$ cat src/rtl/rx_fifo_pkg.sv
// Shared definitions for the router, transceiver and rx_fifo: data width
// macro, default FIFO depth and the two-phase handshake helper.
`ifndef SIZE
`define SIZE 8
`endif

package rx_fifo_pkg;

   localparam int unsigned DEFAULT_DEPTH = 4;

   // A two-phase channel is pending when request and acknowledge disagree.
   function automatic logic pending(input logic req, input logic ack);
      return req ^ ack;
   endfunction

endpackage

$ cat src/rtl/rx_fifo_mem.sv
// fifo_mem: DEPTH x WIDTH storage with one synchronous write port and one
// asynchronous read port. Contents are deliberately not reset.
module fifo_mem #(
   parameter int unsigned DEPTH = 4,
   parameter int unsigned WIDTH = 8
) (
   input  logic                     clk,
   input  logic                     wr_en,
   input  logic [$clog2(DEPTH)-1:0] wr_addr,
   input  logic [WIDTH-1:0]         wr_data,
   input  logic [$clog2(DEPTH)-1:0] rd_addr,
   output logic [WIDTH-1:0]         rd_data
);

   logic [WIDTH-1:0] mem [DEPTH];

   always_ff @(posedge clk) begin
      if (wr_en) begin
         mem[wr_addr] <= wr_data;
      end
   end

   assign rd_data = mem[rd_addr];

endmodule

$ cat src/rtl/rx_fifo.sv
// rx_fifo: two-phase link receiver buffering items into fifo_mem and
// presenting them to the router over a registered two-phase handshake.
`ifndef SIZE
`define SIZE 8
`endif

module rx_fifo
   import rx_fifo_pkg::*;
#(
   parameter int          id    = -1,
   parameter string       port  = "unknown",
   parameter int unsigned DEPTH = DEFAULT_DEPTH
) (
   input  logic                   clk,
   input  logic                   reset,
   input  logic                   req_in,
   output logic                   ack_in,
   input  logic [`SIZE-1:0]       data_in,
   output logic                   req_out,
   input  logic                   ack_out,
   output logic [`SIZE-1:0]       data_out,
   output logic [$clog2(DEPTH):0] count
);

   localparam int unsigned PW = $clog2(DEPTH);
   localparam int unsigned CW = PW + 1;
   localparam logic [CW-1:0] FULL = CW'(DEPTH);

   logic [PW-1:0]    wr_ptr;
   logic [PW-1:0]    rd_ptr;
   logic [`SIZE-1:0] head;
   logic             accept;
   logic             launch;
   logic             wr_en;

   // Full and empty are judged on the pre-edge count, so a launch never
   // opens a slot for a write in the same cycle.
   always_comb begin
      accept = pending(req_in, ack_in) && (count != FULL);
      launch = !pending(req_out, ack_out) && (count != '0);
      wr_en  = accept && !reset;
   end

   fifo_mem #(
      .DEPTH (DEPTH),
      .WIDTH (`SIZE)
   ) u_mem (
      .clk     (clk),
      .wr_en   (wr_en),
      .wr_addr (wr_ptr),
      .wr_data (data_in),
      .rd_addr (rd_ptr),
      .rd_data (head)
   );

   always_ff @(posedge clk) begin
      if (reset) begin
         ack_in   <= 1'b0;
         req_out  <= 1'b0;
         data_out <= '0;
         count    <= '0;
         wr_ptr   <= '0;
         rd_ptr   <= '0;
      end else begin
         if (accept) begin
            wr_ptr <= wr_ptr + PW'(1);
            ack_in <= ~ack_in;
         end
         if (launch) begin
            data_out <= head;
            rd_ptr   <= rd_ptr + PW'(1);
            req_out  <= ~req_out;
         end
         case ({accept, launch})
            2'b10:   count <= count + CW'(1);
            2'b01:   count <= count - CW'(1);
            default: count <= count;
         endcase
      end
   end

endmodule
$ cat config.mk
export PLATFORM = sky130hd
export DESIGN_NAME = rx_fifo
export DESIGN_NICKNAME = d
export VERILOG_FILES = /design/src/rtl/rx_fifo_pkg.sv /design/src/rtl/rx_fifo_mem.sv /design/src/rtl/rx_fifo.sv
export SDC_FILE = /design/constraint.sdc
export NUM_CORES = 1
export LEC_CHECK = 0
export ABC_CLOCK_PERIOD_IN_PS = 2000
export CORE_MARGIN = 2
export CORE_UTILIZATION = 49
export CTS_CLUSTER_SIZE = 14
export DETAILED_ROUTE_END_ITERATION = 8
export PLACE_DENSITY = 0.76
export SLEW_MARGIN = 20
export SYNTH_ARGS = -nofsm -noshare
export SYNTH_HDL_FRONTEND = slang
export SYNTH_SLANG_ARGS = --single-unit
$ cat constraint.sdc
create_clock -name clk -period 2 [get_ports clk]
set_input_delay 0.4 -clock clk [delete_from_list [all_inputs] [get_ports clk]]
set_output_delay 0.4 -clock clk [all_outputs]
set_load 0.02 [all_outputs]
# Word level (Yosys, flattened, before mapping)
# Memories as Yosys holds them, arrays and structs flattened. A register that Yosys moved wholly into a read port is not among the register bits.
# Index checks and enable logic that the tools add are counted.
# totals
ramBits	32
n_memories	1
word_cells	27
input_bits	12
register_bits	9
# classes
eq_ne	3
reduce_logical	7
addsub	4
n_bitwise	4
muxes	3
# memory_table
memory	words	word_bits	read_ports	rd_ports_with_merged_regs	write_ports	line_no	rtl
u_mem.mem	4	8	1	1	1	rx_fifo_mem.sv:15	logic [WIDTH-1:0] mem [DEPTH];
# ops
op	count
$pmux 3 s2	1
$add 2x1->2 const B	2
$add 3x1->3 const B	1
$logic_and 1x1->1	3
$ne 3x3->1 const B	1
$reduce_bool 3->1	1
$sub 3x1->3 const B	1
$eq 2x1->1 const B	1
$eq 2x2->1 const B	1
$logic_not 1->1	2
$mux 1	2
$not 1->1	2
$reduce_bool 2->1	1
$xor 1x1->1	2

# Longest topological paths before layout
# depth
word_depth	5
depth_mapped	9

# Modules after synthesis
# Synthesis repeated with hierarchy kept, for this count alone.
# unflattened
hier_cells	133
area_unflattened_um2	1950.6
# modules_own_cells
mod	area_each_um2	instances	seq_area_each_um2	cells_per_inst
fifo_mem	1188.6	1	960.9	46
rx_fifo	762.0	1	340.3	87

# Worst setup path after synthesis
# Ideal clock, no wire load.
# synth_timing
kind	flip-flop to flip-flop
start	reg count[2]
end	reg count[2]
stages_incl_launch_ff	9
setup_time_ns	0.070
arrival_time_ns	2.155
period_less_slack_ns	2.224
setup_slack_ns	-0.224
cell_sequence	dfxtp_1 > nor3b_2 > or2_2 > ha_1 > inv_1 > fa_1 > xor2_1 > or3_1 > a21oi_1
# synth_between
elab_chain_cells	4
elab_cells_between_ends	10
# synth_rtl
item	line_no	rtl
start, declared	rx_fifo.sv:22	output logic [$clog2(DEPTH):0] count
start signal, assigned	rx_fifo.sv:75	2'b10: count <= count + CW'(1);
start signal, assigned	rx_fifo.sv:76	2'b01: count <= count - CW'(1);
start signal, assigned	rx_fifo.sv:77	default: count <= count;
$ne 3x3->1 or $reduce_bool 3->1 (tied branches)	rx_fifo.sv:39, rx_fifo.sv:40	
$logic_and 1x1->1, on equally long branches	rx_fifo.sv:39, rx_fifo.sv:40	
$eq 2x1->1 or $eq 2x2->1 (tied branches)	rx_fifo.sv:74	case ({accept, launch})
$pmux 3 s2 or $reduce_bool 2->1 (tied branches)	n/a	
# Several ways; a longest one is shown, not always the timed one.
# A chain may end at the register's enable or synchronous reset.

# Worst setup path after layout
# layout_timing
start	reg req_out
end	reg count[2]
# layout_between
elab_chain_cells	5
elab_cells_between_ends	7
# layout_rtl
item	line_no	rtl
start, declared	rx_fifo.sv:19	output logic req_out,
start signal, assigned	rx_fifo.sv:72	req_out <= ~req_out;
$xor 1x1->1 *	rx_fifo_pkg.sv:13	return req ^ ack;
$logic_not 1->1 *	rx_fifo.sv:40	launch = !pending(req_out, ack_out) && (count != '0);
$logic_and 1x1->1 *	rx_fifo.sv:40	
$eq 2x1->1 or $eq 2x2->1 (tied branches)	rx_fifo.sv:74	
$pmux 3 s2 or $reduce_bool 2->1 (tied branches)	n/a	
# Every way passes the cells marked *; elsewhere a longest branch is shown, timed or not.

==> flow_metrics.tcl <==
set metrics [dict create \
    worst_pin_slew_ns 0.6307 \
    clock_latency_ns 0.30 \
    maxSlewHeadroom 0.5790 \
    synth_fp_nets 156 \
    area_growth_pct 27.82 \
    fmax_mhz 520.8 \
    yosysSeqAreaShare 0.6416 \
    slowest_delay_ns 0.36 \
    gp_congestion 0.6777 \
    route.vias.total 1226 \
    syn_inst 138 \
    cap_violations 0 \
    ys_types 31 \
    fin_crit_sh 0.9601 \
    cts_tree "built" \
    hold_viol 0 \
    grt_overflow 0 \
    cp_max_fo 4 \
    antenna_found_initial 0 \
    ctsHoldBuffers 0 \
    path_clk_slew_ns 0.09 \
    grtUsageMet1 0.2194 \
    setup_viol 0 \
    die_w_um 68.34 \
    vdd_drop_max_v 0.0005900 \
    globalRouteMet3Util 0.05592 \
    wirelength_um 3723 \
    root_buffer "clkbuf_8" \
    crit_family "adder cells" \
    drtPass1Iterations 4 \
    first_global_vias 1251 \
    startpoint_type "register" \
    register_area_sq_mm 0.001309 \
    diodes 0 \
    drv_slew 0 \
    crit_slowest_cell "dfxtp_2" \
    die_y_um 68.34 \
    grt_max_degree 19 \
    num-nets-final 195 \
    h-tree-depth 2 \
    power_density_mw_per_mm2 1239 \
    initial_utilization 0.5070 \
    rows 23 \
    multiInputGateArea_sq_um 699.4 \
    worstPathCellList "xor2_2 > nor2_2 > ha_4 > inv_1 > fa_2 > xor2_1 > or3_1 > a21oi_1" \
    synth_area_sq_mm 0.002028 \
    hold_ws_ns 0.4787 \
    fp.coreArea_sq_mm 0.004000 \
    grt_util_met2 0.3192 \
    grt-busiest-layer "met2" \
    wire_per_inst_um 16.33 \
    skew_ns 0.008517 \
    clockBufferDepth 2 \
    grt_setup_unrepaired "no" \
    timing.final.crit_period_ns 1.920 \
    crit_buf_inv 1 \
    numCtsBuffers 5 \
    synth_seq_cells 49 \
    hpwl_um 2672 \
    final_util 0.6481 \
    status "finished clean" \
    drt-vias-per-instance 5.377 \
    cp.arrival_ns 2.15 \
    hp-class "reg2reg" \
    track_usage 0.1887 \
    power_leakage_nw 0.8778 \
    drt.antenna.violating_nets 0 \
    avgSynthCellArea_sq_um 14.70 \
    critical_path_class "reg2reg" \
    drive_gt1_frac 0.2528 \
    required_ns 2.23 \
    port_buffers 24 \
    top_level_ports 25 \
    drc_errors 0 \
    ys_warn_count 0 \
    design.die.area_sq_mm 0.004670 \
    end_kind "register" \
    grt_pass1_wl_um 5975 \
    drt_iter0_markers 69 \
    fill_cells 285 \
    cts.sinks 49 \
]
==> synth_stat cells, drive strengths merged <==
cell,number,area (sq um)
xnor2,2,25.03
or2,1,6.260
inv,6,22.52
a311oi,1,15.01
mux2i,1,10.01
o21ai,11,55.05
fa,1,20.02
nor3,2,10.01
o21a,1,7.510
or3,4,30.03
xor2,3,26.28
ha,5,62.56
clkbuf,2,10.01
and2,4,25.02
nand3,8,40.04
a31o,1,8.760
buf,5,36.28
a211oi,1,12.51
nor3b,2,20.02
dfxtp,17,340.3
nor2,7,26.28
o21ba,1,10.01
a21oi,12,60.06
mux4,8,187.7
edfxtp,32,960.9
==> path summary, 6_finish.rpt <==
| check | from | to | slack [ns] | depth (start not counted) |
|---|---|---|---|---|
| max | req_out | count[2] | 0.08 | 8 |
| min | data_out[6] | data_out[6] | 0.48 | 2 |
| max reg2reg | req_out | count[2] | 0.08 | 8 |
| min reg2reg | data_out[6] | data_out[6] | 0.48 | 2 |
==> area by class of cell <==
class,count,share of cell area
inverter,6,0.008687
tap,50,0.02413
clock inverter,2,0.006274
clock buffer,6,0.03185
multi-input combinational,76,0.2698
sequential,49,0.5048
timing repair buffer,39,0.1544
==> metrics by stage <==
step / area [sq um] / std cells / worst slack, ns / setup TNS, ns / total power, mW
6_report: 2592 / 228 / 0.07972 / 0 / 3.212
5_1_grt: 2592 / 228 / 0.007363 / 0 / 3.404
4_1_cts: 2592 / 228 / 0.08044 / 0 / 3.246
3_5_place_dp: 2481 / 219 / -0.3874 / -5.554 / 2.617
3_3_place_gp: 2481 / 219 / -0.3251 / -2.605 / 2.546
2_1_floorplan: 2069 / 138 / 0.02917 / 0 / 2.172
==> layer usage <==
metal / share of wire / wire [um]
met1: 0.41 / 1522
met2: 0.53 / 1963
met3: 0.039 / 146
met4: 0.024 / 91
met5: 0 / 0
==> cell families after synthesis <==
group	Yosys count	synth area share
flops	49	0.6416
compound gates	28	0.08328
simple gates	28	0.07773
buf+inv	13	0.03393
mux	9	0.09747
fa+ha+maj	6	0.04072
xor+xnor	5	0.02530
==> state kept, by name, indices dropped and copies added, names as in the netlist <==
| name | cells |
|---|---|
| u_mem.mem | 32 |
| data_out | 8 |
| count | 3 |
| rd_ptr | 2 |
| wr_ptr | 2 |
| ack_in | 1 |
| req_out | 1 |
==> timing repair <==
item                                   CTS  global route
setup endpoints to repair                1             0
endpoints found under the hold margin    0             0
buffers inserted                         1             0
gates resized for setup                  3             0
==> where the power goes <==
part           total, mW  switching (mW)  internal [mW]
Combinational       1.20           0.573          0.627
Sequential          1.40           0.160           1.24
Clock              0.609           0.324          0.285
Total               3.21            1.06           2.15
==> worst register-to-register path: cells and delay by family (launching register included) <==
kind                     cells  cell delay (ns)
adder cells (fa/ha/maj)      2             0.49
AND/OR/NAND/NOR              2             0.48
flip-flops                   1             0.36
XOR/XNOR                     2             0.34
AO/OA/AOI/OAI                1             0.13
buffers and inverters        1             0.05
==> placed cells by master (no fill, tap or decap), types with 2 or more instances in the layout <==
cell type,netlist,routed
a21oi_1,12,12
and2_1,4,4
buf_12,0,4
buf_4,0,11
clkbuf_8,0,6
clkdlybuf4s50_1,0,22
dfxtp_1,17,13
dfxtp_2,0,3
dlygate4sd2_1,0,2
edfxtp_1,32,32
ha_1,5,4
inv_1,6,6
mux4_1,2,2
mux4_2,6,6
nand3_1,8,8
nor2_1,7,6
nor3_1,2,2
o21ai_0,11,11
or3_1,3,3
xnor2_2,1,2
xor2_1,3,2
No activity file was read; power rests on OpenSTA's default activity.
